File: src/rtl/controle_varredura_display.sv
// Scan controller for a multiplexed 7-segment display: parity-checked scrolling
// character buffer, time-multiplexed onto one shared character decoder.
module controle_varredura_display #(
   parameter int unsigned NUM_DIG      = 4,
   parameter int unsigned T_DIGITO     = 1000,
   parameter int unsigned T_GUARDA     = 2,
   parameter bit          PARIDADE_PAR = 1'b1
) (
   input  logic               clk,
   input  logic               reset,
   input  logic               in_valido,
   output logic               in_pronto,
   input  logic [5:0]         in_dado,
   input  logic               limpar,
   output logic [4:0]         char_out,
   output logic               validade_out,
   output logic [NUM_DIG-1:0] digito_en,
   output logic               cheio
);

   localparam int unsigned IDX_W   = (NUM_DIG > 1) ? $clog2(NUM_DIG) : 1;
   localparam int unsigned CNT_W   = $clog2(NUM_DIG + 1);
   localparam int unsigned T_MAX   = (T_DIGITO > T_GUARDA) ? T_DIGITO : T_GUARDA;
   localparam int unsigned TMR_W   = (T_MAX > 1) ? $clog2(T_MAX) : 1;
   localparam logic [4:0]  CHAR_BRANCO = 5'b11111;

   // Elaboration-time parameter range checks
   generate
      if (NUM_DIG < 2 || NUM_DIG > 8) begin : g_err_num_dig
         $error("NUM_DIG must be in 2..8");
      end
      if (T_DIGITO < 1) begin : g_err_t_digito
         $error("T_DIGITO must be >= 1");
      end
      if (T_GUARDA < 1) begin : g_err_t_guarda
         $error("T_GUARDA must be >= 1");
      end
   endgenerate

   typedef struct packed {
      logic       ocupado;
      logic       ok;
      logic [4:0] codigo;
   } entrada_t;

   typedef enum logic {
      APAGA = 1'b0,
      ATIVO = 1'b1
   } estado_t;

   entrada_t           mem_q [NUM_DIG];
   entrada_t           mem_d [NUM_DIG];
   logic [CNT_W-1:0]   cnt_q, cnt_d;
   logic               cheio_q, cheio_d;
   logic               pronto_q;

   estado_t            estado_q, estado_d;
   logic [TMR_W-1:0]   timer_q, timer_d;
   logic [IDX_W-1:0]   idx_q, idx_d;
   logic [4:0]         char_q, char_d;
   logic               val_q, val_d;
   logic [NUM_DIG-1:0] en_q, en_d;

   logic               aceita;
   logic               paridade_ok;

   // Handshake: ready once out of reset, dropped combinationally by a clear
   assign in_pronto   = pronto_q & ~limpar;
   assign aceita      = in_valido & in_pronto;
   assign paridade_ok = PARIDADE_PAR ? ~(^in_dado) : (^in_dado);

   // Buffer write/clear: new word enters at entry 0, oldest falls off the top
   always_comb begin
      for (int k = 0; k < int'(NUM_DIG); k++) begin
         mem_d[k] = mem_q[k];
      end
      cnt_d = cnt_q;
      if (limpar) begin
         for (int k = 0; k < int'(NUM_DIG); k++) begin
            mem_d[k] = '0;
         end
         cnt_d = '0;
      end else if (aceita) begin
         for (int k = 1; k < int'(NUM_DIG); k++) begin
            mem_d[k] = mem_q[k-1];
         end
         mem_d[0] = '{ocupado: 1'b1, ok: paridade_ok, codigo: in_dado[4:0]};
         if (cnt_q != CNT_W'(NUM_DIG)) begin
            cnt_d = cnt_q + CNT_W'(1);
         end
      end
      cheio_d = (cnt_d == CNT_W'(NUM_DIG));
   end

   // Scan FSM: blank guard, then one digit lit; char/validity load on entry to ATIVO
   always_comb begin
      estado_d = estado_q;
      timer_d  = timer_q;
      idx_d    = idx_q;
      char_d   = char_q;
      val_d    = val_q;
      en_d     = en_q;
      unique case (estado_q)
         APAGA: begin
            if (timer_q == TMR_W'(T_GUARDA - 1)) begin
               estado_d = ATIVO;
               timer_d  = '0;
               en_d     = NUM_DIG'(1) << idx_q;
               if (mem_q[idx_q].ocupado) begin
                  char_d = mem_q[idx_q].codigo;
                  val_d  = mem_q[idx_q].ok;
               end else begin
                  char_d = CHAR_BRANCO;
                  val_d  = 1'b1;
               end
            end else begin
               timer_d = timer_q + TMR_W'(1);
            end
         end
         ATIVO: begin
            if (timer_q == TMR_W'(T_DIGITO - 1)) begin
               estado_d = APAGA;
               timer_d  = '0;
               en_d     = '0;
               idx_d    = (idx_q == IDX_W'(NUM_DIG - 1)) ? '0 : idx_q + IDX_W'(1);
            end else begin
               timer_d = timer_q + TMR_W'(1);
            end
         end
         default: begin
            estado_d = APAGA;
            timer_d  = '0;
            en_d     = '0;
         end
      endcase
   end

   always_ff @(posedge clk) begin
      if (reset) begin
         for (int k = 0; k < int'(NUM_DIG); k++) begin
            mem_q[k] <= '0;
         end
         cnt_q    <= '0;
         cheio_q  <= 1'b0;
         pronto_q <= 1'b0;
         estado_q <= APAGA;
         timer_q  <= '0;
         idx_q    <= '0;
         char_q   <= CHAR_BRANCO;
         val_q    <= 1'b1;
         en_q     <= '0;
      end else begin
         for (int k = 0; k < int'(NUM_DIG); k++) begin
            mem_q[k] <= mem_d[k];
         end
         cnt_q    <= cnt_d;
         cheio_q  <= cheio_d;
         pronto_q <= 1'b1;
         estado_q <= estado_d;
         timer_q  <= timer_d;
         idx_q    <= idx_d;
         char_q   <= char_d;
         val_q    <= val_d;
         en_q     <= en_d;
      end
   end

   assign char_out     = char_q;
   assign validade_out = val_q;
   assign digito_en    = en_q;
   assign cheio        = cheio_q;

endmodule

File: config.mk
export PLATFORM = sky130hd
export DESIGN_NAME = controle_varredura_display
export DESIGN_NICKNAME = d
export VERILOG_FILES = /design/src/rtl/controle_varredura_display.sv
export SDC_FILE = /design/constraint.sdc
export NUM_CORES = 1
export LEC_CHECK = 0
export ABC_AREA = 1
export CAP_MARGIN = 15
export CORE_ASPECT_RATIO = 0.7
export CORE_UTILIZATION = 35
export DETAILED_ROUTE_END_ITERATION = 7
export GPL_TIMING_DRIVEN = 0
export SKIP_CTS_REPAIR_TIMING = 1
export SLEW_MARGIN = 30
export SYNTH_ARGS = -nofsm -noshare
export SYNTH_HDL_FRONTEND = slang
export SYNTH_SLANG_ARGS = --single-unit
File: constraint.sdc
create_clock -name clk -period 2 [get_ports clk]
set_input_delay 0.5 -clock clk [delete_from_list [all_inputs] [get_ports clk]]
set_output_delay 0.5 -clock clk [all_outputs]
set_load 0.005 [all_outputs]
# Word-level counts from Yosys, hierarchy flattened
# Memory sizes are Yosys's and may differ from the RTL's. A register that Yosys moved wholly into a read port is not among the register bits.
# Index checks and enable logic that the tools add are counted.
# Widths: inputs -> output; s select.
[word_totals]
register_bits = 28
ram_bits = 28
in_bits = 10
mem_count = 1
[op_classes]
add_sub_neg = 3
eq_ne = 8
n_shift = 1
mux = 26
bitwise_logic = 9
n_reduce_logical = 5
[memory_table]
columns = ["name", "depth", "width", "rd", "rd_ports_with_merged_regs", "write_ports", "line_no", "text"]
rows = [
  ["mem_q", 4, 7, 4, 1, 4, "51", "entrada_t mem_q [NUM_DIG];"],
]
[op_table]
columns = ["cell", "n"]
rows = [
  ["$mux 28", 2],
  ["$mux 7", 4],
  ["$mux 10", 2],
  ["$pmux 10 s2", 1],
  ["$add 10x1->10 const B", 1],
  ["$eq 10x1->1 const B", 1],
  ["$eq 10x10->1 const B", 1],
  ["$mux 3", 3],
  ["$mux 4", 2],
  ["$pmux 4 s2", 1],
  ["$reduce_and 2->1", 4],
  ["$mux 1", 6],
  ["$mux 2", 3],
  ["$reduce_xor 6->1", 1],
  ["$mux 5", 1],
  ["$ne 2x2->1 const B", 2],
  ["$or 1x1->1", 4],
  ["$shl 1x2->4 const A", 1],
  ["$add 3x1->3 const B", 1],
  ["$eq 3x3->1 const B", 1],
  ["$ne 3x3->1 const B", 1],
  ["$not 1->1", 3],
  ["$add 2x1->2 const B", 1],
  ["$and 1x1->1", 2],
  ["other kinds (3)", 3],
]

# Logic depth before layout (Yosys ltp)
# Gate-level depths: netlist of run 1.
[depth]
depth_word = 6
mapped_depth = 9

# Least setup slack after synthesis of run 1
# OpenSTA, ideal clock, no wires.
[synth_path]
kind = "input to register"
start = "input port limpar"
end = "memory mem_q[3][0] (netlist bit) (enable)"
arrival_time_ns = 1.172
required_ns = 1.677
path_slack_ns = 0.504
path_stages = 5
cell_sequence = "inv_1 nand3_2 buf_2 buf_2 nand2_1"
[synth_rtl]
columns = ["item", "line_no", "text"]
rows = [
  ["start, declared", "14", "input logic limpar,"],
  ["end, declared", "51", ""],
]

# Final worst setup path of run 1
[layout_path]
start = "register pronto_q"
end = "output port in_pronto"
[layout_via]
elab_chain_len = 1
[layout_rtl]
columns = ["item", "line_no", "text"]
rows = [
  ["start, declared", "55", "logic pronto_q;"],
  ["start signal, assigned", "145", "pronto_q <= 1'b0;"],
  ["start signal, assigned", "158", "pronto_q <= 1'b1;"],
  ["$and 1x1->1", "68", "assign in_pronto = pronto_q & ~limpar;"],
  ["end, declared", "12", "output logic in_pronto,"],
]
# No other way between the ends.

==> results of run 1 <==
-- cell type report --
type	instances	area [um2]
tap	98	123
buffer	10	57.6
multi-input combinational	232	1190
fill	746	4170
timing repair buffer	20	203
clock inverter	3	15.0
clock buffer	13	149
sequential	58	1230
inverter	49	184
-- routing by layer --
metal / global-route usage, % / vias to the layer above
li1: - / 1183
met3: 4.76 / 8
met1: 23.1 / 1026
met5: 0 / -
met2: 23.4 / 65
met4: 6.79 / 0
-- critical path, cell delays in order, from the launching register on --
cell,delay (ns)
dfxtp_1,0.36
inv_1,0.05
nor2_1,0.13
clkdlybuf4s50_1,0.51
-- stage by stage --
stage | power, W | cells | setup TNS (ns)
6_report | 0.00254 | 483 | 0
3_5_place_dp | 0.00164 | 467 | -2.63
5_1_grt | 0.00268 | 483 | 0
3_3_place_gp | 0.00163 | 467 | -2.47
4_1_cts | 0.00257 | 483 | -0.171
2_1_floorplan | 0.00150 | 349 | 0
-- power breakdown --
part / total, W / internal, W / switching (W)
sequential: 0.00128 / 0.00124 / 0.0000414
clock: 0.000923 / 0.000478 / 0.000445
combinational: 0.000332 / 0.000145 / 0.000187
total: 0.00254 / 0.00186 / 0.000674
-- worst min-delay path by stage --
stage                     slack [ns]                        end  cells after the start                       from
final                           0.46  digito_en[1]$_SDFFE_PP0P_                      2  digito_en[1]$_SDFFE_PP0P_
after global routing            0.49  digito_en[0]$_SDFFE_PP0P_                      2  digito_en[0]$_SDFFE_PP0P_
after CTS                       0.47  digito_en[1]$_SDFFE_PP0P_                      2  digito_en[1]$_SDFFE_PP0P_
after detailed placement        0.46   char_out[0]$_SDFFE_PP1P_                      2   char_out[0]$_SDFFE_PP1P_
after global placement          0.45  digito_en[0]$_SDFFE_PP0P_                      2  digito_en[0]$_SDFFE_PP0P_
after floorplan                 0.44   mem_q[1][5]$_SDFFE_PP0N_                      2   mem_q[0][5]$_SDFFE_PP0N_
-- layout by cell type (no fill, tap or decap), types with 4 or more instances in the layout --
cell type,count
ha_1,8
nor2_1,35
a21oi_1,37
o21ai_0,32
nand2_1,72
clkbuf_1,4
buf_2,7
inv_1,44
xor2_1,4
nand3_1,17
dfxtp_1,51
edfxtp_1,7
clkbuf_8,10
nand3_2,5
clkdlybuf4s50_1,19
inv_2,5
-- kinds of logic after synthesis --
kind of cell	share of synthesized area, %
AOI/OAI and AO/OA	13.8
xor gates and xnor gates	1.64
adders and majority gates	3.76
buffers and inverters	9.06
DFF	46.2
and+or+nand+nor	25.5
-- flip-flops by register name, summed over array words and instances, names as in the netlist, named ones only --
signal and flops:
digito_en 4, validade_out 1, cheio 1, cnt_q 3, idx_q 2, timer_q 10, estado_q 1, mem_q 28
char_out 5, pronto_q 1
==> summary.txt, run 1 <==
Run status
  – Outcome: finished, final reports clean

Clock tree
  – Sink Count: 58
  – Skew-Pair Late Insertion Delay: 0.34 ns
  – CTS Buffer Depth: 2
  – Num CTS Buffers: 9
  – H-tree Lvls: 3
  – CTS tree: built
  – Clock root cell: clkbuf_8
  – Clock Pin Slew Worst Setup and Hold Paths: 0.06 ns

Timing
  – Worst-margin pin slew: 0.377 ns
  – Hold Fails Final Rpt: 0
  – Max-slew headroom: 74.8%
  – # setup viols final: 0
  – Worst Skew: 0.00502 ns
  – Setup ws final: 0.113 ns
  – Fin crit share: 94.4%
  – Max Slew Vio Count: 0
  – Tmin final: 1.89 ns
  – Max Fclk: 530 MHz
  – Fin Hold WS: 0.465 ns
  – RSZ-0062 raised after global routing: false

Floorplan
  – Die width: 106 um
  – Die Area: 7970 um2
  – Die H: 75.0 um
  – Number of placed I/O pins: 22
  – Initial core utilization: 36.4%
  – Core Region: 7320 um2
  – Rows: 26

Synthesis
  – Sequential share of the synthesized area: 46.2%
  – Most common cell in the netlist: nand2_1
  – Leading post-synthesis cells by cell area: dfxtp_1 (38%), nand2_1 (10%), edfxtp_1 (7.9%)
  – Mapped cell area: 2670 um2
  – Synth cell types: 30
  – Async S/R FF share, synth: 0%
  – Register bit total from synthesis: 58
  – Post-synth top flop: dfxtp_1
  – Largest area contributor in the netlist: dfxtp_1
  – EDFF count, synth: 7
  – Mapped Nets: 367
  – Syn. warnings: 0
  – Post-synth top area share: 38.3%
  – Syn_area_per_cell: 7.64 um2
  – Cells after Synth: 349
  – Synth cell count leaders: nand2_1 (72), dfxtp_1 (51), inv_1 (44)

Critical path
  – Startpoint types: flip-flop
  – Worst R2R End: timer_q[9]$_SDFF_PP0_
  – R2r worst-path depth: 8
  – Endpoint type of the worst setup path: output pin
  – CP arrival: 1.39 ns
  – Worst setup path endpoint: in_pronto
  – Reg2Reg Launch Point: timer_q[0]$_SDFF_PP0_
  – Max FO, Critical Path: 2
  – R2R setup slack: 0.39 ns
  – Critical path origin: pronto_q$_DFF_P_
  – Worst Path Required: 1.50 ns
  – CP Class: flip-flop to output pin

Finish
  – Final design utilization: 43.1%
  – Fin area: 3150 um2
  – Synthesis-to-finish area growth: 18.4%
  – Antenna cells: 0
  – Nets: 398
  – Layout cells sized above 1: 11.2%

Detailed routing
  – Drt first pass iters: 4
  – DRC Markers: 0
  – Routed wl met3: 356 um
  – DR WL met2: 2.31 mm
  – Vias: 2282
  – DRC marker count from the first detailed-route iteration: 123
  – Wire per inst: 11.9 um
  – WL met1: 3.01 mm
  – Highest metal used: met4
  – Vias per Instance: 4.72
  – Routed Antenna Nets: 0
  – DRT Wirelength: 5.74 mm

Worst hold path
  – Hold WC Path Type: flip-flop to flip-flop

Placed design
  – Buffers on Ports: 20
  – RD Place Congestion: 0.825
  – Post-detail-place hpwl: 4.24 mm
  – Post-place instance area: 2990 um2
  – Post-Place Setup Slack: -0.352 ns

Power
  – Max rail drop VDD: 0.304 mV
  – Power density over cell area: 804 nW/um2
  – Pleak: 1.30 nW

Global route
  – Pin count of the biggest net entering global routing: 11
  – Initial antenna violation count: 0
  – GR Util All Layers: 16.3%
  – First-pass GRT wire length: 9.74 mm
  – Grt total ovfl: 0
  – Vias in the first global route: 1991

Run
  – Max_cap viols: 0
No activity file was read; power rests on OpenSTA's default activity.
==> inputs of run 2 (changes only) <==
CORE_MARGIN = 2   (was not set)
==> run 2 against run 1 <==
  * Via count decreased by 0.22%
  * Combinational power about the same
  * Clock power increased by 15%
  * Clock-buffer cell count increased by 2
  * Register-to-register slack improved by 0.08 ns
  * Critical path type is now primary input to flip-flop
  * Critical endpoint is now mem_q[3][5]$_SDFFCE_PP0P_
  * Highest routed layer unchanged
==> summary.txt, run 2 (same netlist as run 1, synthesis figures left out) <==
Run status
  – Outcome: finished, final reports clean

Detailed routing
  – Vias: 2277
  – Drt first pass iters: 4
  – Vias per Instance: 4.71
  – DRC Markers: 0
  – Routed Antenna Nets: 0
  – DRT Wirelength: 5.69 mm
  – DRC marker count from the first detailed-route iteration: 126
  – Wire per inst: 11.8 um

Finish
  – Fill cells: 766
  – Synthesis-to-finish area growth: 19.9%
  – Commonest cells after routing, fill and taps aside: nand2_1 (71), dfxtp_1 (51), inv_1 (44)
  – Fin area: 3190 um2
  – Layout cells sized above 1: 11.9%
  – Reg with most FFs: mem_q
  – Nets: 398
  – Number of flip-flops in the largest register: 28
  – Final design utilization: 43.4%
  – Non-filler cells, final: 483
  – Antenna cells: 0
  – Commonest non-fill, non-tap cell in the layout: nand2_1

Timing
  – Max Fclk: 557 MHz
  – # setup viols final: 0
  – RSZ-0062 raised after global routing: false
  – Setup ws final: 0.205 ns
  – Tmin final: 1.79 ns
  – Worst-margin pin slew: 0.387 ns
  – Worst Skew: 0.00421 ns
  – Max Slew Vio Count: 0
  – Hold Fails Final Rpt: 0
  – Fin crit share: 89.7%
  – Max-slew headroom: 74.2%

Power
  – Power, Total: 0.00267 W
  – Max rail drop VDD: 0.279 mV
  – Power density over cell area: 837 nW/um2
  – Pleak: 1.32 nW

Critical path
  – CP arrival: 1.85 ns
  – CP Buf/Inv Count: 4
  – Reg2Reg Launch Point: timer_q[0]$_SDFF_PP0_
  – Endpoint type of the worst setup path: flip-flop
  – Startpoint types: primary input
  – Max FO, Critical Path: 10
  – Worst R2R End: timer_q[6]$_SDFF_PP0_
  – R2r worst-path depth: 7
  – Crit-path cells: clkdlybuf4s50_1 > inv_1 > nand3_2 > buf_2 > buf_2 > nand2_2
  – Crit-path leading delay family: buffers and inverters
  – Slowest CP cell: clkdlybuf4s50_1
  – Cell mode on critical path: buf_2
  – Crit-path max cell delay: 0.50 ns
  – CP Class: primary input to flip-flop
  – Worst Path Required: 2.06 ns
  – R2R setup slack: 0.47 ns

Placed design
  – Post-place instance area: 2990 um2
  – Post-Place Setup Slack: -0.283 ns
  – Placed Instances: 467
  – Buffers on Ports: 20
  – Post-detail-place hpwl: 4.17 mm
  – RD Place Congestion: 0.933

Clock tree
  – Clock Pin Slew Worst Setup and Hold Paths: 0.06 ns
  – CTS tree: built
  – Num CTS Buffers: 9
  – Sink Count: 58
  – Clock root cell: clkbuf_8
  – CTS Buffer Depth: 2
  – H-tree Lvls: 3
  – Skew-Pair Late Insertion Delay: 0.33 ns

Floorplan
  – Die H: 77.0 um
  – Core Region: 7350 um2
  – Die Area: 8340 um2
  – Number of placed I/O pins: 22
  – Initial core utilization: 36.2%
  – Rows: 26
  – Die width: 108 um

Global route
  – Vias in the first global route: 2005
  – Initial antenna violation count: 0
  – First-pass GRT wire length: 9.59 mm
  – GR Util All Layers: 14.9%
  – Pin count of the biggest net entering global routing: 11
  – Grt total ovfl: 0

Worst hold path
  – Worst-case hold path end point: digito_en[0]$_SDFFE_PP0P_
  – Hold_sp: digito_en[0]$_SDFFE_PP0P_
  – Hold WC Path Type: flip-flop to flip-flop
  – Hold Path Depth: 2

Run
  – Max_cap viols: 0
[run 2: per-stage QoR]
step / hold slack (ns) / setup TNS [ns]
2_1_floorplan: 0.444 / 0
3_3_place_gp: 0.453 / -1.72
3_5_place_dp: 0.459 / -2.06
4_1_cts: 0.468 / -0.0809
5_1_grt: 0.491 / 0
6_report: 0.462 / 0
[run 2: power breakdown]
part           internal, W  leakage [nW]  switching [W]
combinational     0.000144         0.724       0.000186
sequential         0.00124         0.493      0.0000426
clock             0.000618         0.106       0.000443
total              0.00200          1.32       0.000671
[run 2: routing by layer]
metal	share of wire [%]	vias up	global-route usage, %
met5	0	-	0
met4	1.2	0	5.77
met3	4.7	4	4.17
met2	39	51	19.2
met1	55	1036	22.7
li1	-	1186	-
[run 2: layout make-up]
type	count	area (um2)	share of cell area, %
timing repair buffer	20	203	6.35
inverter	49	184	5.76
clock inverter	1	5.00	0.157
tap	98	123	3.84
sequential	58	1230	38.5
buffer	10	57.6	1.80
clock buffer	15	196	6.15
multi-input combinational	232	1190	37.4
[run 2: worst max path at each step]
stage,to,slack [ns],cells past startpoint,startpoint
global route,mem_q[3][5]$_SDFFCE_PP0P_,0.09,6,limpar
finish,mem_q[3][5]$_SDFFCE_PP0P_,0.21,6,limpar
global placement,mem_q[3][3]$_SDFFCE_PP0P_,-0.24,6,limpar
floorplan,mem_q[3][0]$_SDFFCE_PP0P_,0.50,5,limpar
CTS,in_pronto,-0.08,3,limpar
detailed placement,mem_q[3][2]$_SDFFCE_PP0P_,-0.28,6,limpar
[run 2: tightest hold or removal path, delay by kind of cell (launching register included)]
family,cells,cell delay [ns]
simple gates,2,0.11
flops,1,0.31
==> inputs of run 3 (changes only) <==
CAP_MARGIN = 20   (was 15)
==> results of run 3 <==
No change in the layout: final DEF, timing and power equal those of run 2.
==> variant 1, RTL diff (settings of run 3) <==
Put one more register stage on the output `cheio`, cleared by the reset. The value now appears one clock later. The other outputs are not delayed to match.
--- a/src/rtl/controle_varredura_display.sv
+++ b/src/rtl/controle_varredura_display.sv
@@ -168,7 +168,13 @@
    assign char_out     = char_q;
    assign validade_out = val_q;
    assign digito_en    = en_q;
-   assign cheio        = cheio_q;
+   always_ff @(posedge clk) begin
+      if (reset) begin
+         cheio <= '0;
+      end else begin
+         cheio <= cheio_q;
+      end
+   end
 
 endmodule
 
Behaviour: not the same (Yosys sat finds a counterexample within 10 cycles, from zero or initial values and one cycle with reset high).
==> variant 1 against run 3 <==
Cell area rose by 2.1%. First-iteration DRC count rose by 9.5%. Maximum frequency is 2.5% lower. Area after synthesis grew 1.5%. Core utilization up 0.71 points. Non-clock buffer count decreased by 2. Setup slack got worse by 47 ps. Routed wire length grew 3.3%. Power is 9.2% higher. Critical path depth fell by 3. Synthesized cell count is 1.1% higher. Sequential cell count increased by 1. Largest power group unchanged. Combinational power is 2% higher. Clock skew increased by 3.5 ps.
==> variant 1: results (changes against run 3) <==
| Metric | Value |
|---|---|
| CP peak stage delay | 500 ps (about the same) |
| Routability Congestion | 0.843 (-9.6%) |
| Met2 usage in global routing | 0.200 (+0.00755) |
| Drt initial violations | 138 (+9.5%) |
| Pre-CTS setup slack | -266 ps (+17.3 ps) |
| First-pass GRT wire length | 10100 microns (+4.9%) |
| Met1 usage | 0.229 (+0.00147) |
| Crit path DAT | 1340 ps (-510 ps) |
| Nets | 402 (+1.0%) |
| Power Internal | 2.22 mW (+11%) |
| Worst slew pin tran | 479 ps (+92.1 ps) |
| Synth cell types | 33 (+10%) |
| Antenna violations before repair | 0 (unchanged) |
| Mapped Nets | 371 (+1.1%) |
| CP Max Fanout | 3 (-7) |
| Share of the yosys chip area belonging to registers | 0.463 (+0.000563) |
| Largest cells by area after synthesis | dfxtp_1 38%, nand2_1 11%, edfxtp_1 7.8% |
| PnR worst setup slack | 159 ps (-46.6 ps) |
| Peak supply drop | 0.000392 V (+41%) |
| Clk_skew | 7.66 ps (+3.46 ps) |
| Status | finished, final reports clean |
| Reg2Reg Setup Slack | 380 ps (-90 ps) |
| WL/cell | 12.1 microns (+2.4%) |
| Layout cell share with drive strength beyond 1 | 0.103 (-0.0167) |
| Met3 Resource Use GR | 0.0555 (+0.0138) |
| GRT Util Overall | 0.153 (+0.00493) |
| Clock Root Buffer | clkbuf_8 |
| Placed Area | 3030 sq um (+1.3%) |
| P_leak | 1.34 nW (+1.4%) |
| Largest register FFs | 28 (unchanged) |
| Placed Instances | 471 (+0.86%) |
| HPWL Detailed | 4290 microns (+2.8%) |
| Vias | 2315 (+1.7%) |
| Synth cell count leaders | 79 x nand2_1, 52 x dfxtp_1, 45 x inv_1 |
| Vias in the first global route | 2104 (+4.9%) |
variant 1: path summary, 6_finish.rpt:
path	from	end	cells past startpoint
hold / removal	cheio_q	cheio	2
setup / recovery	limpar	in_pronto	3
hold reg to reg	cheio_q	cheio	2
setup reg to reg	timer_q[0]	digito_en[2]	7
variant 1: per-layer routing:
metal,wire length [microns],share of wire
met2,2340,0.40
met4,60,0.010
met1,3140,0.53
met5,0,0
met3,332,0.057
variant 1: layout make-up:
type                       count  area (sq um)
fill                         730          4120
sequential                    59          1250
multi-input combinational    236          1200
timing repair buffer          20           203
inverter                      50           190
clock buffer                   9           124
tap                           98           123
clock inverter                 7           106
buffer                         8          58.8
variant 1: metrics by stage:
stage / hold WS (ps) / utilization / TNS (ps)
floorplan: 388 / - / 0
global placement: 394 / 0.410 / -2410
detailed placement: 401 / 0.410 / -2370
CTS: 403 / 0.441 / -220
global route: 399 / 0.442 / 0
finish: 398 / 0.442 / 0
variant 1: worst max-delay path, delay by kind of cell:
kind          cells  cell delay [ps]
simple gates      1              130
buf+inv           2              710
variant 1: power by group through the flow:
stage,Sequential [mW],Combinational [mW],Clock (mW)
after floorplan,1.32,0.196,0
after global placement,1.33,0.330,0
after detailed placement,1.33,0.332,0
after CTS,1.30,0.337,1.30
after global routing,1.31,0.377,1.37
final,1.30,0.335,1.28
variant 1: logic make-up (layout without fill, tap and decap cells):
kind of cell             Yosys count  count (layout)  synth area share
AO/OA/AOI/OAI                     66              66             0.130
flip-flops                        59              59             0.463
buffers and inverters             58              94            0.0920
AND/OR/NAND/NOR                  157             157             0.263
XOR/XNOR                           5               5            0.0162
adder cells (fa/ha/maj)            8               8            0.0370
==> variant 2, RTL diff (settings of run 3) <==
Without the edit above. `T_DIGITO`: 1000 -> 500.
--- a/src/rtl/controle_varredura_display.sv
+++ b/src/rtl/controle_varredura_display.sv
@@ -2,7 +2,7 @@
 // character buffer, time-multiplexed onto one shared character decoder.
 module controle_varredura_display #(
    parameter int unsigned NUM_DIG      = 4,
-   parameter int unsigned T_DIGITO     = 1000,
+   parameter int unsigned T_DIGITO     = 500,
    parameter int unsigned T_GUARDA     = 2,
    parameter bit          PARIDADE_PAR = 1'b1
 ) (
Check against the original RTL: no difference found for any inputs over 10 cycles, from zero or initial values and one cycle with reset high; that may be too few to reach the edited logic, so the function may still have changed.
==> variant 2 against run 3 <==
Sequential cell count shrank 1. Routed wire length shrank 5.0%. Power shrank 8.0%. First-iteration DRC count shrank 21%. Maximum frequency shrank 2.2%. Area after synthesis shrank 1.9%. Cell area shrank 3.1%. Setup slack lost 41 ps. Final cell count shrank 4.1%.
==> variant 2: results (changes against run 3) <==
| Metric | Value |
|---|---|
| Deepest clock path buffer count | 2 (unchanged) |
| Crit-path slowest cell | clkdlybuf4s50_1 |
| Syn Inst Count | 329 (-5.7%) |
| WL/cell | 11.7 microns (-0.85%) |
| Routability Congestion | 0.784 (-16%) |
| P_leak | 1.28 nW (-3.1%) |
| Placed Instances | 447 (-4.3%) |
| Worst hold path type | register to register |
| Synth cell types | 32 (+6.7%) |
| R2r startpoint | pronto_q |
| Worst hold stages | 2 (unchanged) |
| Hold path startpoint | digito_en[1] |
| Clock transition at path regs | 60 ps (about the same) |
| GRT Util Overall | 0.146 (-0.00306) |
| Largest cells by area after synthesis | dfxtp_1 38%, nand2_1 8.8%, edfxtp_1 8.0% |
| Inserted Clock Buffers | 9 (unchanged) |
| Most flop-heavy register | mem_q |
| Drt via density | 4.54 (-3.7%) |
| Peak supply drop | 0.000389 V (+40%) |
| Mapped Nets | 347 (-5.4%) |
| Vias in the first global route | 1892 (-5.6%) |
| Nets | 378 (-5.0%) |
| DRT Pass-1 Iters | 4 (unchanged) |
| Antenna violations before repair | 0 (unchanged) |
| Worst skew pair latency | 340 ps |
| Largest register FFs | 28 (unchanged) |
| Reg2Reg Setup Slack | 560 ps (+90 ps) |
| EDFF count, synth | 7 (unchanged) |
| Fraction of registers with async set/reset | 0 (unchanged) |
| Yosys warnings | 0 (unchanged) |
| Final WL | 5410 microns (-5.0%) |
| WHS Endpoint | digito_en[1] |
| Clock Root Buffer | clkbuf_8 |
| Depth of the most critical reg-to-reg path | 4 (-3) |
| First-pass GRT wire length | 9250 microns (-3.6%) |
| Status | finished, final reports clean |
| ANT cells | 0 (unchanged) |
| Crit path DAT | 1340 ps (-510 ps) |
| Buffers added on ports | 20 (unchanged) |
| H-tree depth | 3 (unchanged) |
| Largest net degree at the start of global routing | 11 (unchanged) |
| Largest delay share family, worst path | buffers and inverters |
| Layout fillers | 739 (-3.5%) |
| Synth cell count leaders | 61 x nand2_1, 50 x dfxtp_1, 40 x inv_1 |
| HPWL Detailed | 3930 microns (-5.8%) |
| Layout cell share with drive strength beyond 1 | 0.121 (+0.00107) |
| Placed Area | 2940 sq um (-1.7%) |
| Clk_skew | 6.75 ps (+2.54 ps) |
| CP Max Fanout | 2 (-8) |
| Worst relative slew slack | 0.736 (-0.00596) |
| Reg2reg end | mem_q[3][1] |
| Drt initial violations | 99 (-21%) |
| Share of the yosys chip area belonging to registers | 0.463 (+0.00119) |
| CP peak stage delay | 510 ps |
==> variant 2: per-stage QoR <==
stage          hold WS (ps)  worst slack [ps]  TNS, ps
2_1_floorplan           434               554        0
3_3_place_gp            454              -219    -1680
3_5_place_dp            458              -239    -1820
4_1_cts                 470              -164     -164
5_1_grt                 487               113        0
6_report                465               164        0
==> variant 2: cells by family after synthesis <==
family,count (synthesis),share of synthesized area
AO/OA/AOI/OAI,69,0.143
AND/OR/NAND/NOR,134,0.242
XOR/XNOR,6,0.0201
buffers and inverters,55,0.0933
adder cells (fa/ha/maj),8,0.0383
flip-flops,57,0.463
==> variant 2: cell type report <==
cell class	count	area [sq um]	area share
Clock buffer	12	135	0.0437
Sequential cell	57	1210	0.391
Timing Repair Buffer	20	203	0.0655
Multi-Input combinational cell	217	1160	0.375
Tap cell	98	123	0.0396
Clock inverter	4	20.0	0.00647
Buffer	12	82.6	0.0267
Inverter	43	161	0.0521
==> variant 2: routing by layer <==
| metal | part of all wire | up-vias | global-route usage |
|---|---|---|---|
| li1 | - | 1129 | - |
| met1 | 0.56 | 924 | 0.214 |
| met2 | 0.37 | 42 | 0.187 |
| met3 | 0.050 | 8 | 0.0539 |
| met4 | 0.015 | 0 | 0.0597 |
| met5 | 0 | - | 0 |
==> variant 2: worst register-to-register path: stages (launching register included) <==
cell and delay, ps:
dfxtp_1 360, nand3_2 100, buf_4 180, buf_2 200, nand2_1 280
==> variant 2: worst max path at each step <==
stage	start	endpoint	slack [ps]	cells after the start
final	pronto_q	in_pronto	160	3
after global routing	pronto_q	in_pronto	110	3
after CTS	limpar	in_pronto	-160	3
after detailed placement	limpar	mem_q[3][3]	-240	6
after global placement	limpar	mem_q[3][3]	-220	6
after floorplan	limpar	mem_q[3][0]	550	5
==> variant 2: power by group <==
part / switching (mW) / internal (mW)
combinational: 0.174 / 0.151
sequential: 0.0363 / 1.22
clock: 0.440 / 0.441
